## config.mk

```make
export PLATFORM = sky130hd
export DESIGN_NAME = instr_wb_arbiter
export DESIGN_NICKNAME = d
export VERILOG_FILES = /design/src/rtl/instr_wb_arbiter.sv
export SDC_FILE = /design/constraint.sdc
export NUM_CORES = 1
export LEC_CHECK = 0
export BUFFER_PORTS_ARGS = -buffer_cell sky130_fd_sc_hd__buf_2
export CAP_MARGIN = 20
export CORE_AREA = 2 2 125 127
export CTS_CLUSTER_SIZE = 25
export DETAILED_ROUTE_END_ITERATION = 7
export DIE_AREA = 0 0 127 129
export GPL_TIMING_DRIVEN = 0
export PLACE_DENSITY = 0.41
export SKIP_CTS_REPAIR_TIMING = 1
export SYNTH_ARGS = -nofsm -noshare
export SYNTH_HDL_FRONTEND = slang
export SYNTH_SLANG_ARGS = --single-unit
```

## constraint.sdc

```tcl
create_clock -name clk_i -period 1.5 [get_ports clk_i]
set_input_delay 0.15 -clock clk_i [delete_from_list [all_inputs] [get_ports clk_i]]
set_output_delay 0.15 -clock clk_i [all_outputs]
set_load 0.03 [all_outputs]
```

## src/rtl/instr_wb_arbiter.sv

```systemverilog
// Two-master to one-slave pipelined Wishbone arbiter with round-robin, registered grant.
// Optional watchdog that drops a stuck grant: define INSTR_WB_ARBITER_TIMEOUT_EN.
module instr_wb_arbiter #(
    parameter int unsigned TIMEOUT_CYCLES = 16
) (
    input  logic        clk_i,
    input  logic        rst_i,

    input  logic [31:0] m0_adr_i,
    input  logic [31:0] m0_dat_i,
    input  logic        m0_we_i,
    input  logic [3:0]  m0_sel_i,
    input  logic        m0_stb_i,
    input  logic        m0_cyc_i,
    output logic [31:0] m0_dat_o,
    output logic        m0_ack_o,
    output logic        m0_stall_o,

    input  logic [31:0] m1_adr_i,
    input  logic [31:0] m1_dat_i,
    input  logic        m1_we_i,
    input  logic [3:0]  m1_sel_i,
    input  logic        m1_stb_i,
    input  logic        m1_cyc_i,
    output logic [31:0] m1_dat_o,
    output logic        m1_ack_o,
    output logic        m1_stall_o,

    output logic [31:0] s_adr_o,
    output logic [31:0] s_dat_o,
    output logic        s_we_o,
    output logic [3:0]  s_sel_o,
    output logic        s_stb_o,
    output logic        s_cyc_o,
    input  logic [31:0] s_dat_i,
    input  logic        s_ack_i,
    input  logic        s_stall_i,

    output logic [1:0]  grant_o,
    output logic        timeout_o
);

    // State encoding doubles as the one-hot grant vector.
    localparam logic [1:0] IDLE   = 2'b00;
    localparam logic [1:0] GRANT0 = 2'b01;
    localparam logic [1:0] GRANT1 = 2'b10;

    logic [1:0] state_q, state_d;
    logic       last_q, last_d;
    logic       wd_expire;

    if (TIMEOUT_CYCLES < 1 || TIMEOUT_CYCLES > 65535) begin : g_bad_timeout
        $error("instr_wb_arbiter: TIMEOUT_CYCLES must be in 1..65535");
    end

    always_comb begin
        // NOTE: defaults first so every path assigns every output; no latches inferred.
        state_d = state_q;
        last_d  = last_q;
        case (state_q)
            IDLE: begin
                if (m0_cyc_i && (!m1_cyc_i || last_q)) begin
                    state_d = GRANT0;
                    last_d  = 1'b0;
                end else if (m1_cyc_i) begin
                    state_d = GRANT1;
                    last_d  = 1'b1;
                end
            end
            GRANT0:  if (!m0_cyc_i) state_d = IDLE;
            GRANT1:  if (!m1_cyc_i) state_d = IDLE;
            default: state_d = IDLE;
        endcase
        // A watchdog drop leaves last_q alone so the other master wins the next tie.
        if (wd_expire) state_d = IDLE;
    end

    always_ff @(posedge clk_i) begin
        // NOTE: non-blocking assignments for all registered state.
        if (rst_i) begin
            state_q <= IDLE;
            last_q  <= 1'b1;
        end else begin
            state_q <= state_d;
            last_q  <= last_d;
        end
    end

    always_comb begin
        s_adr_o = '0;
        s_dat_o = '0;
        s_we_o  = 1'b0;
        s_sel_o = '0;
        s_stb_o = 1'b0;
        s_cyc_o = 1'b0;
        case (state_q)
            GRANT0: begin
                s_adr_o = m0_adr_i;
                s_dat_o = m0_dat_i;
                s_we_o  = m0_we_i;
                s_sel_o = m0_sel_i;
                s_stb_o = m0_stb_i;
                s_cyc_o = m0_cyc_i;
            end
            GRANT1: begin
                s_adr_o = m1_adr_i;
                s_dat_o = m1_dat_i;
                s_we_o  = m1_we_i;
                s_sel_o = m1_sel_i;
                s_stb_o = m1_stb_i;
                s_cyc_o = m1_cyc_i;
            end
            default: ;
        endcase
    end

    // Read data is broadcast; only the ack tells a master it is meant for it.
    assign m0_dat_o   = s_dat_i;
    assign m1_dat_o   = s_dat_i;
    assign m0_ack_o   = (state_q == GRANT0) && s_ack_i;
    assign m1_ack_o   = (state_q == GRANT1) && s_ack_i;
    assign m0_stall_o = (state_q == GRANT0) ? s_stall_i : 1'b1;
    assign m1_stall_o = (state_q == GRANT1) ? s_stall_i : 1'b1;
    assign grant_o    = state_q;

`ifdef INSTR_WB_ARBITER_TIMEOUT_EN
    localparam logic [15:0] TIMEOUT_LIMIT = 16'(TIMEOUT_CYCLES);

    logic [15:0] wd_q;
    logic        timeout_q;
    logic        wd_inc;

    assign wd_inc    = (state_q != IDLE) && s_cyc_o && !s_ack_i;
    assign wd_expire = wd_inc && ((wd_q + 16'd1) == TIMEOUT_LIMIT);

    // Counter idles at zero outside a grant, so every new grant starts from zero.
    always_ff @(posedge clk_i) begin
        if (rst_i) begin
            wd_q      <= '0;
            timeout_q <= 1'b0;
        end else begin
            timeout_q <= wd_expire;
            if (state_q == IDLE || s_ack_i || wd_expire) begin
                wd_q <= '0;
            end else if (wd_inc) begin
                wd_q <= wd_q + 16'd1;
            end
        end
    end

    assign timeout_o = timeout_q;
`else
    assign wd_expire = 1'b0;
    assign timeout_o = 1'b0;
`endif

endmodule

```

==> summary.md <==
| Metric | Value |
|---|---|
| Cells after synthesis | `255` |
| Core area | `0.01498 mm²` |
| Final Cycle Share | `1.126` |
| RSZ-0062 raised after global routing | `true` |
| Share of cells above drive strength 1 | `0.9804` |
| Status | `finished with violations` |
| Mean area per synthesized cell | `7.120 µm²` |
| Cell internal pwr | `0.001894 W` |
| Clk sinks | `3` |
| TritonCTS clock tree | `yes` |
| Worst path arrival time | `1540 ps` |
| Rows | `45` |
| Area Overhead vs Synth | `191.1%` |
| CP Data Required Time | `1350 ps` |
| Synth area leaders | `a22oi_1 (29%), buf_4 (27%), nor2b_1 (24%)` |
| Failing checks | `negative setup slack` |
| Die height | `129 µm` |
| Setup crit end kind | `output pin` |
| Design area | `0.005285 mm²` |
| Hold path endpoint | `grant_o[1]` |
| Worst Hold Class | `in2reg` |
| Total CTS buffers | `3` |
| CP Class | `reg2out` |
| Vias post-DR | `2980` |
| Pre-antenna DRT Iters | `4` |
| Syn nets | `436` |
| Netlist cell types | `21` |
| Vias in the first global route | `2587` |
| Min Clock Period, post-route | `1689 ps` |
| Worst Hold Launch | `rst_i` |
| Flops & latches, synth | `3` |
| Total power | `0.003269 W` |
| Top cell type's share of synthesized area | `0.2895` |
| Total Die Area | `0.01638 mm²` |
| Ports | `320` |
| Clock-pin transition on the worst setup and hold timing paths | `30 ps` |
| Cell chosen for the clock root | `clkbuf_16` |
| Clk Latency, worst-skew pair | `220 ps` |
| Final WL | `10.31 mm` |
| Worst VDD drop | `428.6 µV` |
| LEAKAGE | `2.358 nW` |
| All-layer global routing usage | `0.09674` |
| Port Buf Inserts | `286` |
| Critical path fanouts, max | `6` |
| Skew final | `0.8002 ps` |
| Combinational Power Share | `0.840` |
| HPWL after detailed placement | `7.881 mm` |
| Total grt overflow | `0` |
| CTS Buffer Depth | `2` |
| Warnings from Yosys | `0` |
| Cell Area, Synth | `0.001815 mm²` |
| Pin count of the biggest net entering global routing | `11` |
| Die width | `127 µm` |
| Final setup viols | `75` |
| Initial Utilization | `0.1212` |
| Wire per inst | `13.75 µm` |
| Worst r2r src | `grant_o[1]` |
| Cell Pwr Density | `618.4 mW/mm²` |
| Htree depth | `1` |
| Vias per cell | `3.973` |
| Slew Limit Fails | `0` |
| Initial DRC count | `98` |
| Nets | `744` |
| Max Freq | `592.0 MHz` |
| Setup total negative slack | `-10680 ps` |
| DR DRC count | `0` |
| Sequential cell area fraction in the yosys report | `0.03308` |
| Net Sw Frac | `0.4207` |
| Placed Area | `0.003769 mm²` |
| Setup ws final | `-189.3 ps` |
| Detail Route Antenna Nets | `0` |
| Crit start category | `flop` |
| Max Cap Violations | `0` |
| Initial antenna violation count | `0` |
| R2R Setup Slk | `-50 ps` |
| Hold Path Depth | `2` |
| Global-route wire length before repair | `13.09 mm` |
| Net Switching | `0.001375 W` |
| Reg-to-reg endpoint | `grant_o[1]` |
| Final hold violation count | `0` |
| Sequential Power Share | `0.032` |
| GPL Wtd Cong | `0.7919` |
| Clock share of power | `0.129` |
| # diodes | `0` |
| Worst r2r path cells | `8` |
| Final hold slack | `214.1 ps` |
| Area leader, netlist | `a22oi_1` |
-- worst max-delay path, cell delays in order (launching register included) --
cell and delay, ps:
dfxtp_4 370, inv_4 50, ha_4 170, clkbuf_16 180, buf_4 140, a22oi_2 220, nor2b_4 60, buf_6 130
-- state kept, by name, summed over array words and instances (netlist names) --
signal / flops
last_q: 1
grant_o: 2
-- power by group through the flow --
stage / sequential [W] / clock (W) / combinational (W)
5_1_grt: 0.000105 / 0.000438 / 0.00291
3_3_place_gp: 0.0000993 / 0 / 0.00189
6_report: 0.000104 / 0.000420 / 0.00274
4_1_cts: 0.0000987 / 0.000429 / 0.00190
2_1_floorplan: 0.000111 / 0 / 0.00132
3_5_place_dp: 0.0000997 / 0 / 0.00190
-- cells in the final DEF (no fill, tap or decap), drive strengths merged --
cell,count
nor2b,71
nor2,1
dfxtp,3
inv,4
conb,1
a21boi,1
ha,3
a21oi,2
a311o,1
o32ai,2
a22oi,71
clkbuf,11
and2,2
nand2b,3
nand3b,1
buf,384
a211o,1
-- routing by layer --
layer | global-route usage | vias to the layer above | wire length, µm
met1 | 0.1152 | 1366 | 3680
met2 | 0.1844 | 155 | 5802
met4 | 0.01616 | 0 | 84
met5 | 0 | - | 0
li1 | - | 1449 | -
met3 | 0.01622 | 10 | 745
-- area by class of cell --
type | count | area (µm²)
fill | 1530 | 9692
sequential | 3 | 67.56
clock buffer | 4 | 78.83
multi-input combinational | 160 | 1828
inverter | 4 | 20.02
buffer | 88 | 874.6
tap | 188 | 235.2
timing repair buffer | 303 | 2181
-- worst max-delay path by stage --
stage                     startpoint          end  cells after the start
final                     grant_o[0]  s_adr_o[28]                      7
after global routing      grant_o[0]      s_stb_o                      7
after CTS                 grant_o[0]      s_cyc_o                      5
after detailed placement  grant_o[0]      s_cyc_o                      5
after global placement    grant_o[0]      s_cyc_o                      5
after floorplan           grant_o[1]   s_adr_o[0]                      4
-- logic make-up after synthesis --
family          after synthesis  share of synthesized area
compound gates               78                     0.3349
fa+ha+maj                     3                    0.02068
buf+inv                      92                     0.3391
flops                         3                    0.03308
other cells                   1                   0.002066
simple gates                 78                     0.2702
-- Yosys cell counts --
cell type,count
a211o_1,1
nand3b_2,1
o32ai_2,1
buf_4,65
a311o_1,1
a22oi_1,70
buf_2,15
a22oi_4,1
dfxtp_1,3
clkbuf_1,7
a21oi_1,2
buf_6,1
conb_1,1
inv_1,4
nor2_1,1
and2_1,2
o32ai_1,1
a21boi_1,1
nand2b_1,3
nor2b_1,71
ha_1,3
-- metrics by stage --
step | worst slack [ps] | util | std cells
3_3_place_gp | -439.7 | 0.2516 | 729
4_1_cts | -703.1 | 0.2569 | 733
2_1_floorplan | -76.23 | - | 255
6_report | -189.3 | 0.3529 | 750
5_1_grt | -228.2 | 0.3529 | 750
3_5_place_dp | -456.3 | 0.2516 | 729
No activity file was read; power rests on OpenSTA's default activity.
